### config.mk
export PLATFORM = sky130hd
export DESIGN_NAME = regfile_write_arbiter
export DESIGN_NICKNAME = d
export VERILOG_FILES = /design/src/rtl/regfile_write_arbiter.sv
export SDC_FILE = /design/constraint.sdc
export NUM_CORES = 1
export LEC_CHECK = 0
export ABC_AREA = 0
export CAP_MARGIN = 20
export CORE_AREA = 5 5 94 96
export CTS_CLUSTER_DIAMETER = 120
export DETAILED_ROUTE_END_ITERATION = 16
export DIE_AREA = 0 0 99 101
export PLACE_DENSITY = 0.82
export SLEW_MARGIN = 20
export SYNTH_ARGS = -nofsm -noshare
export SYNTH_HDL_FRONTEND = slang
export SYNTH_SLANG_ARGS = --single-unit
export TNS_END_PERCENT = 100
### constraint.sdc
create_clock -name clk_i -period 3.5 [get_ports clk_i]
set_input_delay 0.7 -clock clk_i [delete_from_list [all_inputs] [get_ports clk_i]]
set_output_delay 0.7 -clock clk_i [all_outputs]
set_load 0.05 [all_outputs]
### src/rtl/regfile_write_arbiter.sv
// Shares the RF write port between WB (priority, zero latency) and a small MDU result FIFO.
// WB stalls only on a starvation grant; MDU is backpressured via mdu_ready_o when the FIFO is full.
module regfile_write_arbiter #(
  parameter int DATA_WIDTH     = 32,
  parameter int REG_ADDR_WIDTH = 5,
  parameter int MDU_FIFO_DEPTH = 2,
  parameter int STARVE_LIMIT   = 4
) (
  input  logic                                  clk_i,
  input  logic                                  rst_i,
  input  logic                                  wb_valid_i,
  input  logic [REG_ADDR_WIDTH-1:0]             wb_rd_addr_i,
  input  logic [DATA_WIDTH-1:0]                 wb_data_i,
  output logic                                  wb_stall_o,
  input  logic                                  mdu_valid_i,
  input  logic [REG_ADDR_WIDTH-1:0]             mdu_rd_addr_i,
  input  logic [DATA_WIDTH-1:0]                 mdu_data_i,
  output logic                                  mdu_ready_o,
  output logic                                  rf_we_o,
  output logic [REG_ADDR_WIDTH-1:0]             rf_waddr_o,
  output logic [DATA_WIDTH-1:0]                 rf_wdata_o,
  output logic [$clog2(MDU_FIFO_DEPTH+1)-1:0]   fifo_count_o
);

  localparam int CW = $clog2(MDU_FIFO_DEPTH + 1);
  localparam int SW = $clog2(STARVE_LIMIT + 1);
  localparam int PW = (MDU_FIFO_DEPTH > 1) ? $clog2(MDU_FIFO_DEPTH) : 1;

  logic [REG_ADDR_WIDTH-1:0] r_addr_mem [MDU_FIFO_DEPTH];
  logic [DATA_WIDTH-1:0]     r_data_mem [MDU_FIFO_DEPTH];
  logic [PW-1:0]             r_wptr;
  logic [PW-1:0]             r_rptr;
  logic [CW-1:0]             r_count;
  logic [SW-1:0]             r_starve_cnt;

  logic w_wb_req;
  logic w_fifo_req;
  logic w_grant_fifo;
  logic w_grant_wb;
  logic w_push;
  logic w_pop;

  // WB inputs are masked during reset so nothing reaches the RF while rst_i is high.
  assign w_wb_req     = wb_valid_i && (wb_rd_addr_i != '0) && !rst_i;
  assign w_fifo_req   = (r_count != '0);
  assign w_grant_fifo = w_fifo_req && (!w_wb_req || (r_starve_cnt == SW'(STARVE_LIMIT)));
  assign w_grant_wb   = w_wb_req && !w_grant_fifo;

  assign mdu_ready_o  = (r_count != CW'(MDU_FIFO_DEPTH));
  // rd = 0 results are handshaken but dropped, so they never occupy an entry.
  assign w_push       = mdu_valid_i && mdu_ready_o && (mdu_rd_addr_i != '0);
  assign w_pop        = w_grant_fifo;

  assign wb_stall_o   = w_wb_req && w_grant_fifo;
  assign fifo_count_o = r_count;

  always_comb begin
    rf_we_o    = 1'b0;
    rf_waddr_o = '0;
    rf_wdata_o = '0;
    if (w_grant_fifo) begin
      rf_we_o    = 1'b1;
      rf_waddr_o = r_addr_mem[r_rptr];
      rf_wdata_o = r_data_mem[r_rptr];
    end else if (w_grant_wb) begin
      rf_we_o    = 1'b1;
      rf_waddr_o = wb_rd_addr_i;
      rf_wdata_o = wb_data_i;
    end
  end

  always_ff @(posedge clk_i) begin
    if (w_push) begin
      r_addr_mem[r_wptr] <= mdu_rd_addr_i;
      r_data_mem[r_wptr] <= mdu_data_i;
    end
  end

  always_ff @(posedge clk_i or posedge rst_i) begin
    if (rst_i) begin
      r_wptr  <= '0;
      r_rptr  <= '0;
      r_count <= '0;
    end else begin
      if (w_push) begin
        r_wptr <= (r_wptr == PW'(MDU_FIFO_DEPTH - 1)) ? '0 : r_wptr + PW'(1);
      end
      if (w_pop) begin
        r_rptr <= (r_rptr == PW'(MDU_FIFO_DEPTH - 1)) ? '0 : r_rptr + PW'(1);
      end
      if (w_push && !w_pop) begin
        r_count <= r_count + CW'(1);
      end else if (w_pop && !w_push) begin
        r_count <= r_count - CW'(1);
      end
    end
  end

  always_ff @(posedge clk_i or posedge rst_i) begin
    if (rst_i) begin
      r_starve_cnt <= '0;
    end else if (w_grant_fifo || !w_fifo_req) begin
      r_starve_cnt <= '0;
    end else if (w_grant_wb && (r_starve_cnt != SW'(STARVE_LIMIT))) begin
      r_starve_cnt <= r_starve_cnt + SW'(1);
    end
  end

endmodule

==> impl_results.md <==
- Status: complete, no violations
- Slew of the pin with the lowest slew margin: 0.922 ns
- CP required: 2.80 ns
- Sequential-to-total area share from yosys stat: 69.5%
- Clk Latency, worst-skew pair: around 0.34 ns
- Footprint of the multi-input gates: ~0.0011 mm²
- Power Dens Cells: 873 mW/mm²
- Initial antenna violation count: 0
- Post-synth EDFFs: 74
- Layout cells sized above 1: 27.6%
- Seq pwr share: approximately 30%
- Die footprint: 0.0100 mm²
- Share of power burned in combinational logic: 54.4%
- Cts bufs inserted: 9
- Dominant cell type by area after synthesis: edfxtp_1
- Switch share: 39.9%
- Max Root-Sink Buffers: 2
- Storage element area: about 0.0024 mm²
- Ranking of synthesized cells by area: edfxtp_1, mux2i_1, o2bb2ai_1
- Buf/Inv on CP: 3
- Crit end category: output port
- Antenna diode count: 0
- Yosys reg bits: 81
- Fin Hold WS: about 0.50 ns
- Initial core utilization: 43.3%
- P&R area growth vs syn: 59.5%
- CTS tree: built
- Period minus WS final: 3.50 ns
- Top FF cell, synth: edfxtp_1
- Mapped cell area: 0.00345 mm²
- Drt drc: 0
- Chip width: ~99 µm
- Max Cap Violations: 0
- Maximum clock frequency: 286 MHz
- Skew final: about 0.0090 ns
- CP Cell Sequence: clkdlybuf4s50_1, or4_1, o211ai_4, o21ai_4, buf_12, o2bb2ai_1, buf_12
- H-tree level count: 3
- Most common cell after layout, fill and taps aside: clkdlybuf4s50_1
- CP max stage delay: 0.60 ns
- Slew Limit Headroom: 38.5%
- Yosys Warn Count: 0
- Mapped Cells: 200
- Crit Path Category: input port to output port
- Crit path max fanout: 24
- Final core occ: approximately 70%
- Final setup fails: 0
- Sinks on Clock Net: 81
- Crit-path leading delay family: buffers and inverters
- Fillers: around 550
- Drt first pass iters: 4
- WL/cell: 19.0 µm
- First-pass GRT wire length: 12.9 mm
- Std cell rows: 33
- Yosys top cell area share: about 64%
- Reg2Reg Setup Slack: 1.27 ns
- Final Cell Area: approximately 0.0055 mm²
- Syn Area/Cell: around 17 µm²
- Hold Violations, Final: 0
- Asr flop ratio synth: 8.64%
- Die Y: ~100 µm
- Fin. max-slew vios: 0
- Most frequent cells in the layout: clkdlybuf4s50_1, edfxtp_1, buf_12
- P_leak: 2.01 nW
- Routability Congestion: 0.755
- RSZ-0062 raised after global routing: yes
- Type of origin of the critical path: input port
- Most used cell, CP: buf_12
- Worst VDD drop: between 0.5 and 0.6 mV
- CORE AREA: 0.00797 mm²
- DPL Wire Length: 5.58 mm
- Vias in the first global route: 2530
- Int Pwr: a little under 3 mW
- DR iter-0 viols: 59
- Nets@finish: 409
- Via count: 2255
- Root Buffer: clkbuf_8
- CP max stage cell: or4_1
- Antenna-violating nets left: 0
- Largest net degree at the start of global routing: 38
- Post-CTS Hold Buffers: 0
- Netlist cell types: 25
- Hold Path Class: flip-flop to flip-flop
- Post-DR vias/cell: 5.15
- Data arrival, critical path: 2.80 ns
- Syn nets: 281
- Clock Power Share: 15.6%
- IO Pins: 120
- Crit share post-route: 100%
- Placed Instance Area: 0.00518 mm²
- Total Routing Usage GR: 17.2%
- Total Wirelength: 8.31 mm
- PortBufs: between 100 and 150
- Total grt overflow: 0
- Reg clk slew, reported paths: 0.08 ns
- Net load switching power: 1.92 mW
[cell type report]
| class | instances | area share (%) |
|---|---|---|
| clock buffers | 9 | 2.25 |
| clock inverters | 7 | 1.84 |
| inverters | 4 | 0.273 |
| multi-input cells | 105 | 19.8 |
| flip-flops and latches | 81 | 43.6 |
| well taps | 105 | 2.39 |
| repair buffers | 127 | 29.8 |
[per-stage QoR]
stage	std cells	power (mW)	setup slack, ns	setup TNS (ns)
after floorplan	200	2.82	0.0203	0
after global placement	420	3.99	-0.0190	-0.356
after detailed placement	420	4.05	-0.147	-3.72
after CTS	438	4.82	0.00887	0
after global routing	438	5.00	-0.0585	-0.547
final	438	4.81	0.000795	0
[cells in the mapped netlist, types with 3 or more instances]
cell / n
mux2i_1: 38
o2bb2ai_2: 10
dfrtp_1: 7
o2bb2ai_1: 27
inv_1: 4
ha_1: 3
xnor2_1: 3
buf_2: 6
nor2_1: 6
edfxtp_1: 74
[final timing paths]
| kind | startpoint | end | depth (start not counted) |
|---|---|---|---|
| max | wb_rd_addr_i[0] | rf_wdata_o[31] | 7 |
| min | r_starve_cnt[0] | r_starve_cnt[0] | 1 |
| max reg2reg | r_starve_cnt[0] | fifo_count_o[1] | 9 |
| min reg2reg | r_starve_cnt[0] | r_starve_cnt[0] | 1 |
| max in group asynchronous | rst_i | r_rptr | 3 |
| min in group asynchronous | rst_i | r_wptr | 3 |
[routing by layer]
layer / GRT usage [%] / share of wire, % / vias to the layer above
met3: 4.15 / 6.4 / 7
met1: 19.9 / 39 / 1115
met2: 31.3 / 53 / 74
met5: 0 / 0 / -
met4: 5.78 / 0.87 / 0
li1: - / - / 1059
[what timing repair did]
| action | in CTS | in global routing |
|---|---|---|
| resized for setup | 4 | 9 |
| endpoints found under the setup margin | 37 | 25 |
| gates cloned | 1 | 0 |
| pin swaps | 1 | 0 |
| buffers inserted | 1 | 0 |
[power by group through the flow]
stage	Clock, mW	Combinational [mW]	Sequential (mW)
2_1_floorplan	0	1.39	1.43
3_3_place_gp	0	2.54	1.45
3_5_place_dp	0	2.58	1.46
4_1_cts	0.768	2.61	1.44
5_1_grt	0.804	2.73	1.47
6_report	0.749	2.62	1.44
[registers in the layout (all words and copies together) (netlist names)]
signal,cells
fifo_count_o,2
r_addr_mem,10
r_data_mem,64
r_rptr,1
r_starve_cnt,3
r_wptr,1
[logic make-up after synthesis]
logic type | synth area share (%)
flip-flops | 69.5
AO/OA/AOI/OAI | 12.3
multiplexers | 11.0
AND/OR/NAND/NOR | 2.57
buffers and inverters | 2.28
XOR/XNOR | 1.27
adder cells (fa/ha/maj) | 1.09
[worst reg2reg max path, cell delays in order (launching register included)]
cell and delay (ns):
dfrtp_1 0.39, inv_1 0.06, ha_1 0.21, and2_1 0.30
o21ai_4 0.36, buf_12 0.24, ha_1 0.21, xor2_1 0.15
nor2_1 0.06, xor2_1 0.13
No activity file was read; power rests on OpenSTA's default activity.
